$ cat src/rtl/alu_result_display.sv
// alu_result_display: captures an 8-bit ALU result, converts it to decimal
// with a sequential shift-add-3 engine, then cycles the digits (with a
// leading minus for negative signed values) on one seven-segment display,
// followed by a blank gap, until the next load.
module alu_result_display #(
   parameter int unsigned DWELL_CYCLES = 10_000_000,
   parameter int unsigned DWELL_W      = 24
) (
   input  logic       clk,
   input  logic       rst_n,
   input  logic       ena,
   input  logic [7:0] result,
   input  logic       is_signed,
   input  logic       load,
   output logic [6:0] seg,
   output logic       dp,
   output logic       busy
);

   typedef enum logic [1:0] {
      ST_IDLE = 2'd0,
      ST_CONV = 2'd1,
      ST_SHOW = 2'd2
   } state_t;

   // Symbol slots in display order; slot 4 (blank) closes every pass.
   localparam logic [2:0] SLOT_MINUS = 3'd0;
   localparam logic [2:0] SLOT_HUND  = 3'd1;
   localparam logic [2:0] SLOT_TENS  = 3'd2;
   localparam logic [2:0] SLOT_ONES  = 3'd3;
   localparam logic [2:0] SLOT_BLANK = 3'd4;

   localparam logic [DWELL_W-1:0] DWELL_LAST = DWELL_W'(DWELL_CYCLES - 1);
   localparam logic [DWELL_W-1:0] DWELL_ONE  = {{(DWELL_W-1){1'b0}}, 1'b1};

   // Seven-segment pattern for a BCD digit; non-decimal codes show blank.
   function automatic logic [6:0] digit_seg(input logic [3:0] d);
      logic [6:0] s;
      case (d)
         4'd0:    s = 7'h3F;
         4'd1:    s = 7'h06;
         4'd2:    s = 7'h5B;
         4'd3:    s = 7'h4F;
         4'd4:    s = 7'h66;
         4'd5:    s = 7'h6D;
         4'd6:    s = 7'h7D;
         4'd7:    s = 7'h07;
         4'd8:    s = 7'h7F;
         4'd9:    s = 7'h6F;
         default: s = 7'h00;
      endcase
      return s;
   endfunction

   // Double-dabble correction of one BCD nibble before a shift.
   function automatic logic [3:0] add3(input logic [3:0] n);
      logic [3:0] r;
      if (n >= 4'd5) begin
         r = n + 4'd3;
      end else begin
         r = n;
      end
      return r;
   endfunction

   // Next slot to show after 'cur'; leading zeros and a positive sign are skipped.
   function automatic logic [2:0] next_slot(input logic [2:0] cur, input logic neg,
                                            input logic has_h, input logic has_t);
      logic [2:0] n;
      case (cur)
         SLOT_MINUS: n = has_h ? SLOT_HUND : (has_t ? SLOT_TENS : SLOT_ONES);
         SLOT_HUND:  n = SLOT_TENS;
         SLOT_TENS:  n = SLOT_ONES;
         SLOT_ONES:  n = SLOT_BLANK;
         SLOT_BLANK: n = neg ? SLOT_MINUS :
                         (has_h ? SLOT_HUND : (has_t ? SLOT_TENS : SLOT_ONES));
         default:    n = SLOT_BLANK;
      endcase
      return n;
   endfunction

   state_t             state_q, state_d;
   logic               neg_q, neg_d;
   // {hundreds, tens, ones, magnitude} shift register for the conversion
   logic [19:0]        sr_q, sr_d;
   logic [2:0]         cnt_q, cnt_d;
   logic [2:0]         slot_q, slot_d;
   logic [DWELL_W-1:0] dwell_q, dwell_d;
   logic [6:0]         seg_q, seg_d;
   logic               dp_q, dp_d;
   logic               busy_q, busy_d;

   logic               ld_neg;
   logic [7:0]         ld_mag;
   logic [19:0]        sr_adj;
   logic               has_h, has_t;
   logic [2:0]         nxt_slot;
   logic [6:0]         nxt_seg;

   // Next-state, datapath and registered-output computation.
   always_comb begin
      state_d  = state_q;
      neg_d    = neg_q;
      sr_d     = sr_q;
      cnt_d    = cnt_q;
      slot_d   = slot_q;
      dwell_d  = dwell_q;
      seg_d    = seg_q;
      dp_d     = dp_q;
      busy_d   = busy_q;

      ld_neg   = is_signed & result[7];
      ld_mag   = ld_neg ? (~result + 8'd1) : result;
      sr_adj   = {add3(sr_q[19:16]), add3(sr_q[15:12]), add3(sr_q[11:8]), sr_q[7:0]};
      has_h    = (sr_q[19:16] != 4'd0);
      has_t    = has_h | (sr_q[15:12] != 4'd0);
      nxt_slot = next_slot(slot_q, neg_q, has_h, has_t);
      case (nxt_slot)
         SLOT_MINUS: nxt_seg = 7'h40;
         SLOT_HUND:  nxt_seg = digit_seg(sr_q[19:16]);
         SLOT_TENS:  nxt_seg = digit_seg(sr_q[15:12]);
         SLOT_ONES:  nxt_seg = digit_seg(sr_q[11:8]);
         default:    nxt_seg = 7'h00;
      endcase

      if (ena) begin
         if (load) begin
            state_d = ST_CONV;
            neg_d   = ld_neg;
            sr_d    = {12'h000, ld_mag};
            cnt_d   = 3'd0;
            slot_d  = SLOT_BLANK;
            dwell_d = '0;
            seg_d   = 7'h00;
            dp_d    = 1'b0;
            busy_d  = 1'b1;
         end else begin
            case (state_q)
               ST_IDLE: begin
                  seg_d  = 7'h00;
                  dp_d   = 1'b0;
                  busy_d = 1'b0;
               end
               ST_CONV: begin
                  sr_d  = sr_adj << 1'b1;
                  cnt_d = cnt_q + 3'd1;
                  if (cnt_q == 3'd7) begin
                     state_d = ST_SHOW;
                     busy_d  = 1'b0;
                     slot_d  = SLOT_BLANK;
                     dwell_d = '0;
                  end else begin
                     busy_d = 1'b1;
                  end
               end
               ST_SHOW: begin
                  if (dwell_q == '0) begin
                     slot_d  = nxt_slot;
                     seg_d   = nxt_seg;
                     dp_d    = (nxt_slot == SLOT_ONES);
                     dwell_d = DWELL_LAST;
                  end else begin
                     dwell_d = dwell_q - DWELL_ONE;
                  end
               end
               default: begin
                  state_d = ST_IDLE;
                  seg_d   = 7'h00;
                  dp_d    = 1'b0;
                  busy_d  = 1'b0;
               end
            endcase
         end
      end else begin
         state_d = state_q;
         seg_d   = seg_q;
      end
   end

   // State and output registers with asynchronous clear.
   always_ff @(posedge clk or negedge rst_n) begin
      if (!rst_n) begin
         state_q <= ST_IDLE;
         neg_q   <= 1'b0;
         sr_q    <= 20'h00000;
         cnt_q   <= 3'd0;
         slot_q  <= SLOT_MINUS;
         dwell_q <= '0;
         seg_q   <= 7'h00;
         dp_q    <= 1'b0;
         busy_q  <= 1'b0;
      end else begin
         state_q <= state_d;
         neg_q   <= neg_d;
         sr_q    <= sr_d;
         cnt_q   <= cnt_d;
         slot_q  <= slot_d;
         dwell_q <= dwell_d;
         seg_q   <= seg_d;
         dp_q    <= dp_d;
         busy_q  <= busy_d;
      end
   end

   assign seg  = seg_q;
   assign dp   = dp_q;
   assign busy = busy_q;

endmodule

$ cat config.mk
export PLATFORM = sky130hd
export DESIGN_NAME = alu_result_display
export DESIGN_NICKNAME = d
export VERILOG_FILES = /design/src/rtl/alu_result_display.sv
export SDC_FILE = /design/constraint.sdc
export NUM_CORES = 1
export LEC_CHECK = 0
export CAP_MARGIN = 20
export CORE_ASPECT_RATIO = 0.75
export CORE_MARGIN = 5
export CORE_UTILIZATION = 50
export CTS_CLUSTER_DIAMETER = 30
export DETAILED_ROUTE_END_ITERATION = 7
export PLACE_DENSITY = 0.65
export SYNTH_ARGS = -nofsm -noshare
export SYNTH_HDL_FRONTEND = slang
export SYNTH_SLANG_ARGS = --single-unit
$ cat constraint.sdc
create_clock -name clk -period 2.85 [get_ports clk]
set_clock_uncertainty 0.05 [all_clocks]
set_input_delay 0.7125 -clock clk [delete_from_list [all_inputs] [get_ports clk]]
set_output_delay 0.7125 -clock clk [all_outputs]
set_load 0.01 [all_outputs]
==> reports/summary.txt <==
crit end category: flip-flop
distinct cell type count of the synthesized netlist: 56
core area: 8346 um2
first-pass iteration count of the detailed router: 5
# DRC: 0
setup violators final: 0
Chip Width: 115.9 um
largest family of logic cells by synthesized area: compound AO/OA/AOI/OAI gates
Max Cap Viol: 0
most frequent cells in the layout: dfrtp_1, o21ai_0, nor2_1
CTS H-Tree Depth: 3
R2R setup slack: 0.23 ns
worst reg2reg path startpoint: dwell_q[18]$_DFFE_PN0P_
drt wl/cell: 16.59 um
Worst Path Arrival: 2.79 ns
clk buf depth: 2
crit share post-route: 0.9210
antenna violations before repair: 0
status: complete, no violations
die height: 89.41 um
number of global-route vias before repair: 3,559
number of setup buffers added after CTS: 0
final setup TNS: 0 ns
fin util: 0.5928
clk root buf: clkbuf_16
Remaining Overflow, GRT: 0
Mapped Nets: 530
die area: 10,360 um2
CTS resizes: 0
largest net degree at the start of global routing: 37
worst vdd ir: 476.1 uV
global-route wire length before repair: 17,680 um
Pwr Density: 592.1 nW/um2
Inserted Clock Buffers: 9
I/O pin cnt: 22
Initial Util: 0.5037
Critical Path Fanout Max: 11
crit path capture: slot_q[1]$_DFFE_PN0P_
Post-Synth XOR/XNOR Area: 0.02917
Synth Register Bits: 62
Cell Count, Final, Fillers Out: 637
Post-DRT Antenna Nets: 0
vias per inst: 5.936
nets: 560
RSZ-0062 raised after global routing: no
R2R cell count: 5
Vias: 3,781
max-slew violations: 0
Post-Synthesis Cells: 494
CP Launch Type: flip-flop
total power: 2.929 mW
PortBufs: 21
Crit path required time: 3.01 ns
Skew-Pair Late Insertion Delay: 0.33 ns
clk sink count: 62
commonest non-fill, non-tap cell in the layout: dfrtp_1
Max-slew headroom: 0.5819
dpl cells: 620
mux contribution to synthesized area: 0.02887
number of synthesized flops with an enable pin: 0
critical path class: reg2reg
crit path from: dwell_q[18]$_DFFE_PN0P_
syn avg cell area: 8.510 um2
HPWL Detailed: 7588 um
capturing point of the worst reg2reg path: slot_q[1]$_DFFE_PN0P_
gr usage total: 0.2177
async set or reset register ratio after synthesis: 1.000
Cell Rows: 29
CTS clk-pin slew, worst paths: 0.05 ns
LEAKAGE: 2.184 nW
simple logic cell fraction of the synthesized area: 0.2095
number of DRC markers in iteration 0: 278
Yosys warning count: 0
Mapped Area: 4204 um2
hold crit path type: in2async
clock tree from TritonCTS: built
Synth Flop Type: dfrtp_1
Ant. Diodes: 0
actual slew at the worst max-slew pin: 0.6272 ns
Synth Area in Compound Gates: 0.2488
GP Congestion: 0.8326
sequential share of the synthesized area: 0.3690
max frequency: 381.0 MHz
Routed WL: 10,570 um
hold bufs inserted after CTS: 0
Fin. Hold Viols: 0
area grow syn2layout: 17.68%
layout cell share with drive strength beyond 1: 0.09641
Synth Area in Adders: 0.07083
Final Critical Period: 2.625 ns
## routing by layer
layer | vias up | track usage | wire [um]
li1 | 1861 | - | -
met4 | 0 | 0.06849 | 155
met2 | 97 | 0.3227 | 4606
met5 | - | 0 | 0
met1 | 1809 | 0.3195 | 5264
met3 | 14 | 0.04533 | 542
## state kept, by name (all words and copies together), names as in the netlist
signal   cells
neg_q        1
busy         1
seg          7
cnt_q        3
slot_q       3
state_q      2
dp           1
sr_q        20
dwell_q     24
## cells in the mapped netlist (5+ instances only)
cell / count / area share
a211oi_1: 7 / 0.012
a21oi_1: 32 / 0.038
a22o_1: 16 / 0.033
a31oi_1: 8 / 0.012
clkbuf_1: 23 / 0.021
dfrtp_1: 62 / 0.37
ha_1: 23 / 0.068
inv_1: 23 / 0.021
mux2i_1: 11 / 0.026
nand2_1: 36 / 0.032
nand2b_1: 7 / 0.010
nand3_1: 13 / 0.015
nor2_1: 44 / 0.039
nor2b_1: 16 / 0.024
nor3_1: 26 / 0.031
nor4_1: 5 / 0.0074
o211ai_1: 8 / 0.014
o21ai_0: 55 / 0.065
o2bb2ai_1: 6 / 0.012
or3_1: 5 / 0.0074
xnor2_1: 10 / 0.021
## power by group
part,total [mW],internal (mW),leakage [nW],switching (mW)
combinational,0.801,0.323,1.20,0.479
clock,1.11,0.719,0.152,0.387
sequential,1.02,0.952,0.833,0.0702
total,2.93,1.99,2.18,0.936
## final cells by class
class	instances	area [um2]
clock buffers	12	256.5
repair buffers	43	390.4
multi-input cells	385	2482
clock inverters	4	45.04
flip-flops and latches	62	1551
inverters	23	86.33
well taps	108	135.1
fillers	745	3398
## worst min-delay path by stage
stage | startpoint | end | slack, ns | cells past startpoint
2_1_floorplan | rst_n | busy$_DFFE_PN0P_ | 0.37 | 0
3_3_place_gp | sr_q[5]$_DFFE_PN0P_ | sr_q[5]$_DFFE_PN0P_ | 0.41 | 2
6_report | rst_n | sr_q[0]$_DFFE_PN0P_ | 0.35 | 1
4_1_cts | rst_n | cnt_q[0]$_DFFE_PN0P_ | 0.36 | 1
3_5_place_dp | sr_q[5]$_DFFE_PN0P_ | sr_q[5]$_DFFE_PN0P_ | 0.42 | 2
5_1_grt | rst_n | sr_q[3]$_DFFE_PN0P_ | 0.40 | 1
## kinds of logic (layout without fill, tap and decap cells)
| logic type | Yosys count | after routing |
|---|---|---|
| buffers and inverters | 47 | 82 |
| and+or+nand+nor | 173 | 173 |
| AOI/OAI and AO/OA | 162 | 162 |
| adders and majority gates | 24 | 24 |
| muxes | 12 | 12 |
| xor gates and xnor gates | 14 | 14 |
| DFF | 62 | 62 |
## metrics by stage
step / worst slack [ns] / hold slack [ns] / cell area, um2
6_report: 0.2251 / 0.3500 / 4947
4_1_cts: 0.2303 / 0.3620 / 4927
3_3_place_gp: 0.2780 / 0.4114 / 4626
5_1_grt: 0.1559 / 0.3962 / 4947
2_1_floorplan: 0.2848 / 0.3669 / 4204
3_5_place_dp: 0.2099 / 0.4197 / 4626
## worst max-delay path: stages, from the launching register on
cell and delay (ns):
dfrtp_1 0.40, or4_4 0.57, or4_4 0.48, or3_4 0.50
a21oi_4 0.18, mux2_1 0.32
No activity file was read; power rests on OpenSTA's default activity.
